**src/rtl/cnt_qos_timebase_if.sv**
```systemverilog
// FSB-side bus-cycle and QoS signals shared between the FSB controller and the timebase.
interface cnt_qos_timebase_if #(
    parameter int NCH = 2
) ();
    // Bus-cycle signalling, no handshake: BACT is high for the whole FSB cycle and
    // BACTr is the same signal one CLK later. QoSCS is sampled with BACTr to retrigger a
    // channel. QoSEN and MCKE are level outputs that the timebase registers.
    logic           BACT;
    logic           BACTr;
    logic [NCH-1:0] QoSCS;
    logic [NCH-1:0] QoSEN;
    logic           MCKE;

    modport master (output BACT, BACTr, QoSCS, input QoSEN, MCKE);
    modport slave  (input BACT, BACTr, QoSCS, output QoSEN, MCKE);
endinterface

```
**src/rtl/cnt_qos_timebase.sv**
```systemverilog
// Timebase: E-clock refresh timer, power-on/PDS startup sequencer and I/O QoS hold-off timers.
// Optional macro CNT_SIM_FASTINIT_EN shortens each init phase to 4 refresh periods (simulation only).
module cnt_qos_timebase #(
    parameter int REF_PERIOD = 11,
    parameter int REF_URG    = 2,
    parameter int LT_W       = 12,
    parameter int NCH        = 2,
    parameter int QOS_W      = 3,
    parameter int QOS_HOLD   = 4
) (
    input  logic                   CLK,
    input  logic                   nRES,
    input  logic                   E,
    input  logic                   C8M,
    input  logic                   nRESin,
    input  logic                   nIPL2,
    cnt_qos_timebase_if.slave      bus,
    output logic                   RefReq,
    output logic                   RefUrg,
    output logic                   nRESout,
    output logic                   AoutOE,
    output logic                   nBR_IOB,
    output logic                   InitDone,
    output logic [1:0]             dbg_state_o,
    output logic [NCH*QOS_W-1:0]   dbg_qs_o
);
    localparam int T_W = $clog2(REF_PERIOD);
    localparam logic [T_W-1:0]   T_LAST = T_W'(REF_PERIOD - 1);
    localparam logic [T_W-1:0]   T_URG  = T_W'(REF_PERIOD - REF_URG);
    localparam logic [QOS_W-1:0] QS_TC  = QOS_W'(QOS_HOLD);
    localparam logic [QOS_W-1:0] QS_ONE = QOS_W'(1);

    typedef enum logic [1:0] {
        S_HOLD = 2'd0,
        S_NMI  = 2'd1,
        S_ARB  = 2'd2,
        S_RUN  = 2'd3
    } state_t;

    logic [1:0]       e_sync_q;
    logic [1:0]       c8m_sync_q;
    logic             nresin_q;
    logic             nipl2_q;
    logic [NCH-1:0]   qoscs_q;
    logic [T_W-1:0]   t_q;
    logic [T_W-1:0]   t_d;
    logic             ref_req_q;
    logic             ref_urg_q;
    logic             ptick_q;
    logic [LT_W-1:0]  lt_q;
    state_t           state_q;
    logic             nresout_q;
    logic             aoutoe_q;
    logic             nbr_q;
    logic             initdone_q;
    logic [QOS_W-1:0] qs_q [NCH];
    logic [QOS_W-1:0] qs_d [NCH];
    logic [NCH-1:0]   qosen_q;
    logic             mcke_q;

    logic efall;
    logic c8mfall;
    logic istc;
    logic all_idle;

    always_comb begin
        efall   = e_sync_q[1] & ~e_sync_q[0];
        c8mfall = c8m_sync_q[1] & ~c8m_sync_q[0];
        t_d     = (t_q == T_LAST) ? '0 : t_q + T_W'(1);
`ifdef CNT_SIM_FASTINIT_EN
        istc    = ptick_q && (lt_q[1:0] == 2'b11);
`else
        istc    = ptick_q && (&lt_q);
`endif
    end

    // Input capture and the E-driven refresh timer; PTick marks the wrap back to state 0.
    always_ff @(posedge CLK or negedge nRES) begin
        if (!nRES) begin
            e_sync_q   <= '0;
            c8m_sync_q <= '0;
            nresin_q   <= 1'b0;
            nipl2_q    <= 1'b0;
            qoscs_q    <= '0;
            t_q        <= '0;
            ref_req_q  <= 1'b0;
            ref_urg_q  <= 1'b0;
            ptick_q    <= 1'b0;
        end else begin
            e_sync_q   <= {e_sync_q[0], E};
            c8m_sync_q <= {c8m_sync_q[0], C8M};
            nresin_q   <= nRESin;
            nipl2_q    <= nIPL2;
            qoscs_q    <= bus.QoSCS;
            if (efall) begin
                t_q       <= t_d;
                ref_req_q <= (t_d != '0);
                ref_urg_q <= (t_d >= T_URG);
            end
            ptick_q    <= efall && (t_q == T_LAST);
        end
    end

    always_ff @(posedge CLK or negedge nRES) begin
        if (!nRES) begin
            lt_q <= '0;
        end else if (state_q == S_RUN) begin
            lt_q <= '0;
        end else if (ptick_q) begin
            lt_q <= lt_q + LT_W'(1);
        end
    end

    // Startup sequencer; nBR_IOB is a sticky record of the NMI button seen during NMI.
    always_ff @(posedge CLK or negedge nRES) begin
        if (!nRES) begin
            state_q    <= S_HOLD;
            nresout_q  <= 1'b0;
            aoutoe_q   <= 1'b0;
            nbr_q      <= 1'b0;
            initdone_q <= 1'b0;
        end else begin
            case (state_q)
                S_HOLD: begin
                    if (istc) state_q <= S_NMI;
                end
                S_NMI: begin
                    if (!nipl2_q) nbr_q <= 1'b1;
                    if (istc && nipl2_q) begin
                        state_q  <= S_ARB;
                        aoutoe_q <= ~nbr_q;
                    end
                end
                S_ARB: begin
                    aoutoe_q <= ~nbr_q;
                    if (istc) begin
                        state_q    <= S_RUN;
                        nresout_q  <= 1'b1;
                        initdone_q <= 1'b1;
                    end
                end
                S_RUN: begin
                end
                default: state_q <= S_HOLD;
            endcase
        end
    end

    // A retrigger beats a coincident PTick so an access at the terminal count restarts hold-off.
    always_comb begin
        all_idle = 1'b1;
        dbg_qs_o = '0;
        for (int i = 0; i < NCH; i++) begin
            qs_d[i] = qs_q[i];
            if (!nresin_q) begin
                qs_d[i] = QS_ONE;
            end else if (bus.BACTr && qoscs_q[i]) begin
                qs_d[i] = QS_ONE;
            end else if (qs_q[i] == '0) begin
                qs_d[i] = '0;
            end else if (ptick_q) begin
                qs_d[i] = (qs_q[i] == QS_TC) ? '0 : qs_q[i] + QS_ONE;
            end
            if (qs_q[i] != '0) all_idle = 1'b0;
            dbg_qs_o[i*QOS_W +: QOS_W] = qs_q[i];
        end
    end

    always_ff @(posedge CLK or negedge nRES) begin
        if (!nRES) begin
            for (int i = 0; i < NCH; i++) qs_q[i] <= '0;
            qosen_q <= '0;
            mcke_q  <= 1'b1;
        end else begin
            for (int i = 0; i < NCH; i++) begin
                qs_q[i] <= qs_d[i];
                if (!bus.BACT) qosen_q[i] <= (qs_q[i] != '0);
            end
            mcke_q <= bus.BACT || bus.BACTr || all_idle || c8mfall;
        end
    end

    assign RefReq      = ref_req_q;
    assign RefUrg      = ref_urg_q;
    assign nRESout     = nresout_q;
    assign AoutOE      = aoutoe_q;
    assign nBR_IOB     = nbr_q;
    assign InitDone    = initdone_q;
    assign bus.QoSEN   = qosen_q;
    assign bus.MCKE    = mcke_q;
    assign dbg_state_o = state_q;
endmodule

```
**src/flat_wrapper.sv**
```systemverilog
// flat-port wrapper written by rule: the top's interface ports become plain ports
module cnt_qos_timebase_flat 
#(
    parameter int REF_PERIOD = 11,
    parameter int REF_URG    = 2,
    parameter int LT_W       = 12,
    parameter int NCH        = 2,
    parameter int QOS_W      = 3,
    parameter int QOS_HOLD   = 4
)
  (CLK, nRES, E, C8M, nRESin, nIPL2, RefReq, RefUrg, nRESout, AoutOE, nBR_IOB, InitDone, dbg_state_o, dbg_qs_o, bus_BACT, bus_BACTr, bus_QoSCS, bus_QoSEN, bus_MCKE);
  cnt_qos_timebase_if #(.NCH(NCH)) bus_i ();
  input  logic CLK;
  input  logic nRES;
  input  logic E;
  input  logic C8M;
  input  logic nRESin;
  input  logic nIPL2;
  output logic RefReq;
  output logic RefUrg;
  output logic nRESout;
  output logic AoutOE;
  output logic nBR_IOB;
  output logic InitDone;
  output logic [1:0] dbg_state_o;
  output logic [NCH*QOS_W-1:0] dbg_qs_o;
  input wire logic [$bits(bus_i.BACT)-1:0] bus_BACT;
  input wire logic [$bits(bus_i.BACTr)-1:0] bus_BACTr;
  input wire logic [$bits(bus_i.QoSCS)-1:0] bus_QoSCS;
  output wire logic [$bits(bus_i.QoSEN)-1:0] bus_QoSEN;
  output wire logic [$bits(bus_i.MCKE)-1:0] bus_MCKE;
  assign bus_i.BACT = bus_BACT;
  assign bus_i.BACTr = bus_BACTr;
  assign bus_i.QoSCS = bus_QoSCS;
  assign bus_QoSEN = bus_i.QoSEN;
  assign bus_MCKE = bus_i.MCKE;
  cnt_qos_timebase #(.REF_PERIOD(REF_PERIOD), .REF_URG(REF_URG), .LT_W(LT_W), .NCH(NCH), .QOS_W(QOS_W), .QOS_HOLD(QOS_HOLD)) u_core (.CLK(CLK), .nRES(nRES), .E(E), .C8M(C8M), .nRESin(nRESin), .nIPL2(nIPL2), .bus(bus_i), .RefReq(RefReq), .RefUrg(RefUrg), .nRESout(nRESout), .AoutOE(AoutOE), .nBR_IOB(nBR_IOB), .InitDone(InitDone), .dbg_state_o(dbg_state_o), .dbg_qs_o(dbg_qs_o));
endmodule
```
**config.mk**
```make
export PLATFORM = sky130hd
export DESIGN_NAME = cnt_qos_timebase_flat
export DESIGN_NICKNAME = d
export VERILOG_FILES = /design/src/rtl/cnt_qos_timebase_if.sv /design/src/rtl/cnt_qos_timebase.sv /design/src/flat_wrapper.sv
export SDC_FILE = /design/constraint.sdc
export NUM_CORES = 1
export LEC_CHECK = 0
export ABC_AREA = 1
export CORE_MARGIN = 2
export CORE_UTILIZATION = 54
export CTS_BUF_LIST = sky130_fd_sc_hd__clkbuf_4 sky130_fd_sc_hd__clkbuf_8 sky130_fd_sc_hd__clkbuf_16
export DETAILED_ROUTE_END_ITERATION = 10
export PLACE_DENSITY = 0.77
export SKIP_CTS_REPAIR_TIMING = 1
export SLEW_MARGIN = 20
export SYNTH_ARGS = -nofsm -noshare
export SYNTH_HDL_FRONTEND = slang
export SYNTH_SLANG_ARGS = --single-unit
```
**constraint.sdc**
```tcl
create_clock -name CLK -period 2 [get_ports CLK]
set_input_delay 0.2 -clock CLK [delete_from_list [all_inputs] [get_ports CLK]]
set_output_delay 0.2 -clock CLK [all_outputs]
set_load 0.005 [all_outputs]
```
==> results of run 1 <==
cell families after synthesis:
logic type | after synthesis | synth area share
AND/OR/NAND/NOR | 86 | 0.204
AO/OA/AOI/OAI | 46 | 0.134
flip-flops | 41 | 0.520
buffers and inverters | 40 | 0.0779
adder cells (fa/ha/maj) | 10 | 0.0634
sequential cells by signal (all words and copies together), names as in the netlist:
name                cells
u_core.nipl2_q          1
u_core.nRESout          1
u_core.nresin_q         1
u_core.nBR_IOB          1
u_core.AoutOE           1
u_core.lt_q            12
u_core.dbg_state_o      2
u_core.RefReq           1
u_core.qoscs_q          2
u_core.bus.MCKE         1
u_core.t_q              4
u_core.RefUrg           1
u_core.ptick_q          1
u_core.c8m_sync_q       2
u_core.e_sync_q         2
u_core.dbg_qs_o         6
u_core.bus.QoSEN        2
power groups by stage:
| stage | logic (mW) | registers, mW | clock network [mW] |
|---|---|---|---|
| 2_1_floorplan | 0.269 | 1.04 | 0 |
| 3_3_place_gp | 0.492 | 1.04 | 0 |
| 3_5_place_dp | 0.508 | 1.05 | 0 |
| 4_1_cts | 0.511 | 1.03 | 0.588 |
| 5_1_grt | 0.593 | 1.05 | 0.626 |
| 6_report | 0.506 | 1.03 | 0.576 |
cell usage after synthesis:
| library cell | n |
|---|---|
| sky130_fd_sc_hd__nand2_2 | 2 |
| sky130_fd_sc_hd__o21ai_1 | 1 |
| sky130_fd_sc_hd__nand3_1 | 19 |
| sky130_fd_sc_hd__nand3_2 | 2 |
| sky130_fd_sc_hd__buf_4 | 1 |
| sky130_fd_sc_hd__or2_2 | 1 |
| sky130_fd_sc_hd__nand4_1 | 2 |
| sky130_fd_sc_hd__nand2_1 | 43 |
| sky130_fd_sc_hd__inv_2 | 1 |
| sky130_fd_sc_hd__clkbuf_1 | 1 |
| sky130_fd_sc_hd__ha_1 | 10 |
| sky130_fd_sc_hd__o21bai_4 | 1 |
| sky130_fd_sc_hd__nor3_2 | 1 |
| sky130_fd_sc_hd__dfrtp_1 | 40 |
| sky130_fd_sc_hd__dfstp_2 | 1 |
| sky130_fd_sc_hd__nor2_1 | 10 |
| sky130_fd_sc_hd__o21ai_0 | 20 |
| sky130_fd_sc_hd__a211oi_1 | 1 |
| sky130_fd_sc_hd__inv_1 | 37 |
| sky130_fd_sc_hd__nor2_2 | 4 |
| sky130_fd_sc_hd__a21o_1 | 3 |
| sky130_fd_sc_hd__a21oi_1 | 16 |
| sky130_fd_sc_hd__a21oi_2 | 1 |
| sky130_fd_sc_hd__o21bai_1 | 2 |
| sky130_fd_sc_hd__o211ai_1 | 1 |
| sky130_fd_sc_hd__nor2_4 | 2 |
through the flow:
step	std cells	area (um2)
after detailed placement	294	2280
after CTS	302	2370
after global placement	294	2280
after global routing	303	2380
final	303	2380
after floorplan	223	1970
layer usage:
layer,share of wire,up-vias,GRT usage
met2,0.46,36,0.316
li1,-,784,-
met5,0,-,0
met3,0.052,7,0.0573
met4,0.016,0,0.0691
met1,0.47,705,0.238
path summary, 6_finish.rpt:
path                                                    from                           end  cells past startpoint
max reg2reg                u_core.dbg_state_o[0]$_DFFE_PN0P_    u_core.lt_q[9]$_DFFE_PN0P_                      8
min                                                    nIPL2      u_core.nipl2_q$_DFF_PN0_                      1
max in group asynchronous                               nRES     u_core.bus.MCKE$_DFF_PN1_                      3
min reg2reg                     u_core.e_sync_q[0]$_DFF_PN0_  u_core.e_sync_q[1]$_DFF_PN0_                      0
max                                u_core.bus.MCKE$_DFF_PN1_                      bus_MCKE                      1
min in group asynchronous                               nRES      u_core.nipl2_q$_DFF_PN0_                      3
final cells by class:
cell class                      instances  area [um2]  share of cell area
Tap cell                               46        57.6              0.0242
Sequential cell                        41        1030               0.431
Clock buffer                            6        51.3              0.0215
Inverter                               38         143              0.0599
Timing Repair Buffer                   28         273               0.114
Clock inverter                          2        37.5              0.0158
Multi-Input combinational cell        142         793               0.333
==> impl.org, run 1 <==
** Critical path
- The critical path in this run is classified as reg -> out.
- Required time at the endpoint of the critical path :: 1.80 ns
- Minimum setup slack among reg-to-reg paths :: 0.45 ns
- Of all nets on the critical path, the largest fanout is 1.
- STA puts the critical path data arrival time at 1.38 ns.
- Kind of cell adding the most delay to the critical path :: flip-flops
- Counting both buffers and inverters, the worst setup path holds a total of 1.
- STA classifies the critical path startpoint as a flip-flop.
- The largest single stage delay on the critical path is 0.53 ns.
- Cell at the slowest stage of the critical path :: sky130_fd_sc_hd__dfstp_2
- STA classifies the critical path endpoint as an output port.
- Cells along the critical path :: clkdlybuf4s50_1

** Power
- IR analysis of the VDD net gives a maximum drop of 0.642 mV.
- Sum of internal, switching and leakage power :: 2.12 mW
- Power per cell area :: 888 nW/um2
- Share of power burned in registers :: 0.489
- Of the total power, the clock network draws 0.272.
- The analysis attributes to net switching a power of 623 uW.
- The share of total power dissipated in combinational logic is 0.239.
- For this design the static power due to leakage is around 1.2 nW.
- The internal portion of the total power is approximately 1.5 mW.
- Of the total power, the share spent switching nets is 0.295.

** Run status
- The flow ran to the end, and the final reports show no timing, DRC or antenna violations.

** Drt
- Once detail routing completed, the nets flagged for antenna violations numbered 0.
- Post-DR wirelength/cell :: 11.1 um
- Detailed-route via count :: 1532
- In the routed design, unresolved DRC markers number 0.
- Using the TritonRoute via totals, the vias-per-cell ratio works out to 5.06.
- Iter 0 DRT Violations :: 96
- Aggregate routed wire length :: 3360 um
- The first detailed-routing pass ran for 6 iterations.

** Clock tree
- No sink is reached through more buffers than the 2 on the longest clock path.
- CTS buffer count :: 5
- For this design, the sink count on the clock tree is 41.
- In this run the clock root is driven by a sky130_fd_sc_hd__clkbuf_4.
- In this run the number of H-tree levels came out at 2.
- Insertion delay of the later-clocked pin in the worst-skew pair :: 0.36 ns
- TritonCTS built the clock tree.
- Clock transition time at the flip-flop clock pins of the worst setup and hold paths :: around 0.12 ns

** Synth
- Yosys attributes the largest share of cell area to sky130_fd_sc_hd__dfrtp_1 51%, sky130_fd_sc_hd__nand2_1 8.2%, sky130_fd_sc_hd__inv_1 7.0%.
- Counting every instance in the synthesized netlist gives around 220.
- The share of synthesized area in the top cell type comes to 0.507.
- Unique cell type count in the Yosys netlist :: 26
- The mapped netlist covers between 1500 and 2000 um2.
- Number of synthesized register bits :: 41
- Net count after synthesis :: 243
- Average size of a mapped cell :: between 8 and 9 um2
- Yosys printed 0 warnings.
- Post-synthesis cell type with the largest combined area :: sky130_fd_sc_hd__dfrtp_1
- Post-synthesis sequential area ratio :: 0.520

** STA
- Headroom to the max-slew limit :: 0.662
- Max-slew violation count :: 0
- Setup total negative slack on the finished layout was measured at 0 ns.
- Timing would allow up to 633 MHz.
- Number of endpoints failing setup at the final stage :: 0
- Final period utilization :: 0.790
- The hold violation total from the final report is 0.
- At the pin with the least slew margin, the transition time is 0.507 ns.
- Setup slack closes at 0.420 ns.
- Subtracting the final worst setup slack from the clock period gives 1.58 ns.
- For the final database, setup skew stands at 0.00839 ns.
- Across all hold checks on the routed design, the worst slack comes to 0.258 ns.
- Setup repair after global routing missed its margin :: false

** Global routing
- The number of antenna violations at the first check in global routing was 0.
- The via count of the first global-routing pass is 1473.
- GR Util All Layers :: 0.191
- Global-route wire length before repair :: 6140 um
- Entering global routing, the biggest net connects 42 pins.
- After global routing the overflow that remains totals 0.

** Floorplan
- Die Footprint :: 4160 um2
- In this run the standard cell core region covers roughly 3400 um2.
- Site row count :: 21
- Die X :: 64.5 um
- Initial Util :: 0.578
- Number of placed I/O pins :: 27
- Die Y-Extent :: 64.5 um

** Cells and area
- Antenna diode count :: 0
- Number of nets in the layout :: 276
- Layout-stage area growth over the synthesis result :: 20.7%
- Most common library cell in the layout ignoring fill and taps :: sky130_fd_sc_hd__nand2_1
- Measured on the finished design, the core utilization comes to 0.697.
- Fill cells in the final layout number 271.
- Leaving out fill and tap cells, the most frequent cells in the layout are 43 x sky130_fd_sc_hd__nand2_1, 40 x sky130_fd_sc_hd__dfrtp_1, 37 x sky130_fd_sc_hd__inv_1.
- Proportion of layout cells with a drive suffix above 1 :: 0.101

** Placement
- Before CTS, the worst setup slack after placement is 0.466 ns.
- Quantity of I/O buffers inserted on ports :: 26
- GPL Wtd Cong :: 0.745
- The wire-length estimate of the detail-placed layout is ~2400 um.

** Worst hold path
- Hold Path Class :: in -> reg

** Flow run
- Number of violations of the max-capacitance limit :: 0
Note: power is estimated with default switching activity, not from simulation.
==> run 2: changes to the inputs <==
- clock period: 2 -> 1.5 ns (I/O delays scaled with it)
==> impl.org, run 2 (synthesized netlist as in run 1, its figures left out) <==
** Critical path
- Longest individual stage delay on the worst path :: 0.44 ns (-0.09 ns)
- Cell at the slowest stage of the critical path :: sky130_fd_sc_hd__dfrtp_1
- CP Class :: reg -> reg
- Highest fanout seen on the critical path :: 5 (+4)
- Worst Path Arrival :: 1.70 ns (+0.32 ns)
- Start of the worst register-to-register path :: u_core.lt_q[0]$_DFFE_PN0P_
- The required time at the worst-slack endpoint is 1.75 ns (-0.05 ns).
- Capturing element type of the critical path :: flip-flop
- The setup slack on the worst flop-to-flop path is 0.05 ns (-0.40 ns).
- Cells along the critical path :: ha_4 > nand3_4 > nor2_4 > nand3_4 > o21bai_4 > nand2_2 > nand2_1 > nand2_1
- Endpoint of the worst-slack reg-to-reg timing path :: u_core.dbg_state_o[1]$_DFFE_PN0P_
- Setup crit start kind :: flip-flop
- FF-to-FF path depth :: 8 (unchanged)

** Global routing
- Number of global-route vias before repair :: 1513 (+2.7%)
- The number of antenna violations at the first check in global routing came to 0 (unchanged).
- The global-route wire length before repair came to 6020 um (-2.0%).
- The pin count of the biggest net entering global routing was 24 (-43%).
- The global routing usage summed across all routing layers was 0.184 (-0.00728).
- The total global routing overflow is 0 (unchanged).

** Cells and area
- The flip-flop count of the largest register, all copies and words added came to 12 (unchanged).
- The storage element area came to 1030 um2 (unchanged).
- Most frequent cells in the layout :: 42 x sky130_fd_sc_hd__nand2_1, 40 x sky130_fd_sc_hd__dfrtp_1, 36 x sky130_fd_sc_hd__inv_1
- The register with the most flip-flops in the final layout is u_core.lt_q.
- Area occupied by multi-input gates :: 856 um2 (+7.9%)
- The number of nets in the finished design is 282 (+2.2%).
- Filler cell count in the final layout :: 254 (-6.3%)
- Layout-stage area growth over the synthesis result :: 26.6%
- Proportion of layout cells with a drive suffix above 1 :: 0.148 (+0.0471)
- The share of the core filled with cells came to 0.732 (+0.0344).
- The count of inserted antenna diode cells came to 0 (unchanged).
- Leaving out fill and tap cells, the most frequent cell in the layout is sky130_fd_sc_hd__nand2_1.
- The number of standard cells in the layout, taps in and fillers out is 309 (+2.0%).

** Clock tree
- Insertion delay of the later-clocked pin in the worst-skew pair :: 0.34 ns (-0.02 ns)
- Clock transition time at the flip-flop clock pins of the worst setup and hold paths :: 0.12 ns (about the same)
- Bufs on Longest Clock Path :: 2 (unchanged)
- The cell sitting at the root of the clock tree is a sky130_fd_sc_hd__clkbuf_4.
- H-tree depth reported by CTS :: 2 (unchanged)
- Number of clock sinks seen by CTS :: 41 (unchanged)
- CTS tree :: yes
- CTS buffer count :: 5 (unchanged)

** STA
- Final Hold Vio Count :: 0 (unchanged)
- Time the final worst path needs with I/O delays and setup :: around 1.5 ns
- The final critical-path setup slack is 0.0489 ns (-0.371 ns).
- Setup clock skew after layout :: 0.0125 ns (+0.00416 ns)
- In the finished design, the share of the clock period the worst path needs comes to 0.967.
- Max-slew violation count :: 0 (unchanged)
- Peak clock frequency supported by timing :: 689 MHz
- The transition time of the tightest slew-check pin is 0.449 ns (-0.0579 ns).
- The setup TNS came to 0 ns (unchanged).
- The number of setup violations in the final report was 0 (unchanged).
- The worst relative slew slack is 0.700 (+0.0386).
- Setup repair after global routing could not meet its margin everywhere.

** Placement
- The placer's final routability congestion estimate came to 0.785 (+5.3%).
- HPWL after DPL :: 2470 um (+2.6%)
- Place WS :: 0.0374 ns (-0.429 ns)
- Quantity of I/O buffers inserted on ports :: 26 (unchanged)
- # placed instances :: 298 (+1.4%)

** Floorplan
- The I/O pin count is 27 (unchanged).
- The die outline area was 4160 um2 (unchanged).
- Initial Util :: 0.578 (unchanged)
- The die boundary width is 64.5 um (unchanged).
- The y dimension of the die is 64.5 um (unchanged).
- The total core area came to 3420 um2 (unchanged).
- The row count came to 21 (unchanged).

** Worst hold path
- The number of stages on the worst hold path is 1 (unchanged).
- The worst hold path terminates at u_core.e_sync_q[0]$_DFF_PN0_.
- Hold Startpoint :: E
- Hold Path Class :: in -> reg

** Power
- The total leakage power is 1.25 nW (+8.0%).
- The overall power of the completed layout is 2.67 mW (+26%).
- The areal power density over the cells came to 1070 nW/um2 (+20%).
- Maximum vdd ir drop :: 0.987 mV (+54%)

** Drt
- Aggregate routed wire length :: 3540 um (+5.5%)
- Iter 0 DRT Violations :: 51 (-47%)
- The total number of vias came to 1578 (+3.0%).
- Residual DRC count :: 0 (unchanged)
- Via count normalized by instance count :: 5.11 (+1.0%)
- Drt pass-1 iters :: 4 (-2)
- The routed length per placed instance was 11.5 um (+3.4%).
- Antenna Nets Post-Route :: 0 (unchanged)

** Run status
- The flow ran to the end, and the final reports show no timing, DRC or antenna violations.

** Flow run
- Number of violations of the max-capacitance limit :: 0 (unchanged)
-- run 2: worst max-delay path by stage --
stage                                            from                                 to  slack, ns
floorplan           u_core.dbg_state_o[0]$_DFFE_PN0P_         u_core.lt_q[9]$_DFFE_PN0P_       0.06
global placement    u_core.dbg_state_o[1]$_DFFE_PN0P_         u_core.lt_q[9]$_DFFE_PN0P_       0.07
detailed placement  u_core.dbg_state_o[1]$_DFFE_PN0P_         u_core.lt_q[9]$_DFFE_PN0P_       0.04
CTS                 u_core.dbg_state_o[0]$_DFFE_PN0P_                     dbg_state_o[0]      -0.03
global route               u_core.lt_q[1]$_DFFE_PN0P_  u_core.dbg_state_o[1]$_DFFE_PN0P_      -0.07
finish                     u_core.lt_q[0]$_DFFE_PN0P_  u_core.dbg_state_o[1]$_DFFE_PN0P_       0.05
-- run 2: where the power goes --
group	switching (mW)	internal, mW	total [mW]
Clock	0.341	0.248	0.589
Sequential	0.119	1.26	1.37
Combinational	0.351	0.357	0.708
Total	0.812	1.86	2.67
-- run 2: critical path, delay by kind of cell (launching register included) --
family	cells	cell delay, ns
simple gates	6	0.54
compound gates	1	0.21
fa+ha+maj	1	0.18
flops	1	0.44
-- run 2: layout make-up --
cell class	instances	area share
repair buffers	34	0.139
inverters	38	0.0586
clock inverters	1	0.00300
well taps	46	0.0230
flip-flops and latches	41	0.411
clock buffers	7	0.0235
multi-input cells	142	0.342
-- run 2: per-layer routing --
metal | GRT usage | wire, um | vias to the layer above
li1 | - | - | 792
met2 | 0.309 | 1760 | 31
met3 | 0.0365 | 129 | 7
met4 | 0.0771 | 45 | 0
met5 | 0 | 0 | -
met1 | 0.232 | 1610 | 748
-- run 2: per-stage QoR --
stage | hold slack [ns] | instance area, um2
2_1_floorplan | -0.146 | 1970
3_3_place_gp | 0.117 | 2330
3_5_place_dp | 0.116 | 2330
4_1_cts | -0.280 | 2390
5_1_grt | 0.220 | 2500
6_report | 0.224 | 2500
==> run 3: changes to the inputs <==
- CORE_UTILIZATION: 54 -> 58
- PLACE_DENSITY: 0.77 -> 0.82
- RECOVER_POWER: not set -> 50
- clock period: 1.5 -> 1.7 ns (I/O delays scaled with it)
==> impl.org, run 3 (synthesized netlist as in run 1, its figures left out) <==
** Critical path
- STA classifies the critical path startpoint as a flip-flop.
- The required time at the worst-slack endpoint was 1.53 ns (-0.22 ns).
- Worst Path Arrival :: 1.38 ns (-0.32 ns)
- The endpoint identified for the worst register-to-register timing path is u_core.lt_q[9]$_DFFE_PN0P_.
- The setup slack on the worst flop-to-flop path is 0.17 ns (+0.12 ns).
- The total buffers and inverters traversed by the critical path was 1 (+1).
- For this design, the slowest cell found on the critical path is sky130_fd_sc_hd__dfstp_2.
- Kind of cell adding the most delay to the critical path :: flip-flops
- Start of the worst register-to-register path :: u_core.dbg_state_o[0]$_DFFE_PN0P_
- Traced cell by cell, the critical path runs through clkdlybuf4s50_1.
- Capturing element type of the critical path :: output port
- FF-to-FF path depth :: 8 (unchanged)
- Highest fanout seen on the critical path :: 1 (-4)
- CP Class :: reg -> out
- The largest incremental delay on the critical path came to 0.54 ns (+0.10 ns).

** Drt
- Via count normalized by instance count :: 5.13 (+0.55%)
- The number of remaining DRC errors came to 0 (unchanged).
- The sum of routed wire length over all layers was 3540 um (-0.14%).
- Post-DR wirelength/cell :: 11.6 um (+1.5%)
- The total number of vias came to 1561 (-1.1%).
- The first-pass detailed-route iteration total is 4 (unchanged).
- Iter 0 DRT Violations :: 81 (+59%)
- The count of nets left with antenna violations after detail routing is 0 (unchanged).

** Cells and area
- u_core.lt_q holds more flip-flops than any other register.
- The flip-flop count of the largest register, all copies and words added came to 12 (unchanged).
- Most frequent cells in the layout :: 43 x sky130_fd_sc_hd__nand2_1, 40 x sky130_fd_sc_hd__dfrtp_1, 37 x sky130_fd_sc_hd__inv_1
- Antenna diode count :: 0 (unchanged)
- The number of nets in the finished design was 277 (-1.8%).
- Proportion of layout cells with a drive suffix above 1 :: 0.0969 (-0.0514)
- Relative to the synthesized area, the layout overhead comes to 20.2%.
- Leaving out fill and tap cells, the most frequent cell in the layout is sky130_fd_sc_hd__nand2_1.
- Final cell count without fillers :: 304 (-1.6%)

** STA
- The transition time of the tightest slew-check pin came to 0.758 ns (+0.309 ns).
- The worst clock skew on the final layout was 0.0136 ns (+0.00109 ns).
- Max-slew violation count :: 0 (unchanged)
- The clock period could shrink to 1.55 ns.
- Final period utilization :: 0.910
- The number of setup violations in the final report came to 0 (unchanged).
- The hold violation total from the final report is 0 (unchanged).
- For this run, the top clock speed supported by timing is ~650 MHz.
- Headroom to the max-slew limit :: 0.494 (-0.206)
- The final critical-path setup slack was 0.154 ns (+0.105 ns).
- Setup repair after global routing left no endpoint under its margin.
- The setup TNS was 0 ns (unchanged).

** Power
- The worst vdd rail ir drop was 0.733 mV (-26%).
- The areal power density over the cells is 1040 nW/um2 (-3.0%).
- LEAKAGE :: 1.16 nW (-7.4%)

** Clock tree
- The register clock-pin slew on the reported worst setup and hold paths is 0.13 ns (about the same).
- H-tree depth reported by CTS :: 2 (unchanged)
- Number of clock sinks seen by CTS :: 41 (unchanged)
- CTS tree :: yes
- Bufs on Longest Clock Path :: 2 (unchanged)
- Insertion delay of the later-clocked pin in the worst-skew pair :: 0.36 ns (+0.02 ns)
- The total CTS buffers was 5 (unchanged).
- CTS Root Buffer Type :: sky130_fd_sc_hd__clkbuf_4

** Placement
- GPL Wtd Cong :: 0.825 (+5.2%)
- The number of cells in the design after placement was 295 (-1.0%).
- HPWL after DPL :: 2650 um (+7.6%)
- Quantity of I/O buffers inserted on ports :: 26 (unchanged)
- Place WS :: 0.186 ns (+0.148 ns)

** Floorplan
- Number of placed I/O pins :: 27 (unchanged)
- The row count is 21 (unchanged).
- Core region area :: 3310 um2 (-3.1%)
- The die outline area was 3890 um2 (-6.5%).
- Die X :: 62.3 um (-3.3%)
- The starting utilization of the core area is 0.596 (+0.0183).
- The y dimension of the die is 62.3 um (-3.3%).

** Global routing
- The total global routing overflow was 0 (unchanged).
- The global-route met3 utilization came to 0.0598 (+0.0233).
- Global-route wire length before repair :: 6350 um (+5.6%)
- GR Util All Layers :: 0.208 (+0.0246)
- The pin count of the biggest net entering global routing is 22 (-8.3%).
- The met1 usage in global routing was 0.248 (+0.0155).
- The met2 track demand over resource came to 0.360 (+0.0515).
- Initial antenna violation count :: 0 (unchanged)
- met2 is the most crowded layer.
- The via count of the first global-routing pass was 1508 (-0.33%).

** Worst hold path
- The path class of the tightest hold or removal check is in -> async.

** Run status
- Status :: finished, final reports clean

** Flow run
- Number of violations of the max-capacitance limit :: 0 (unchanged)
## run 3: cell count changes in the layout (fill, tap and decap cells not counted), sizes merged, moves of 2 or more
cell	change
buf	-8
clkinvlp	-2
clkbuf	+2
dlymetal6s2s	-5
dlygate4sd3	+6
## run 3: report_power, final
group	internal, mW	switching [mW]
clock network	0.324	0.316
registers	1.11	0.107
logic	0.297	0.309
## run 3: how the worst max path moves through the flow
stage	slack, ns	start	cells after the start	endpoint
CTS	0.15	u_core.bus.MCKE$_DFF_PN1_	1	bus_MCKE
global placement	0.21	u_core.dbg_state_o[0]$_DFFE_PN0P_	8	u_core.lt_q[9]$_DFFE_PN0P_
detailed placement	0.19	u_core.dbg_state_o[0]$_DFFE_PN0P_	8	u_core.lt_q[9]$_DFFE_PN0P_
global route	0.02	u_core.dbg_state_o[0]$_DFFE_PN0P_	8	u_core.lt_q[9]$_DFFE_PN0P_
floorplan	0.26	u_core.dbg_state_o[0]$_DFFE_PN0P_	8	u_core.lt_q[9]$_DFFE_PN0P_
finish	0.15	u_core.bus.MCKE$_DFF_PN1_	1	bus_MCKE
## run 3: final cells by class
class                           instances  area (um2)
Tap cell                               46        57.6
Timing Repair Buffer                   29         273
Fill cell                             278         937
Sequential cell                        41        1030
Inverter                               38         143
Clock buffer                            6        45.0
Multi-Input combinational cell        142         793
Clock inverter                          2        35.0
## run 3: metal layers
| layer | wire [um] | up-vias |
|---|---|---|
| met5 | 0 | - |
| li1 | - | 783 |
| met2 | 1780 | 28 |
| met3 | 153 | 6 |
| met4 | 50 | 0 |
| met1 | 1550 | 744 |
## run 3: stage by stage
| stage | instance area [um2] | utilization | hold slack, ns | total power [mW] |
|---|---|---|---|---|
| 2_1_floorplan | 1970 | - | -0.126 | 1.54 |
| 4_1_cts | 2380 | 0.720 | -0.347 | 2.49 |
| 3_5_place_dp | 2300 | 0.696 | 0.0372 | 1.85 |
| 3_3_place_gp | 2300 | 0.696 | 0.0394 | 1.81 |
| 6_report | 2370 | 0.717 | 0.256 | 2.46 |
| 5_1_grt | 2370 | 0.717 | 0.295 | 2.63 |
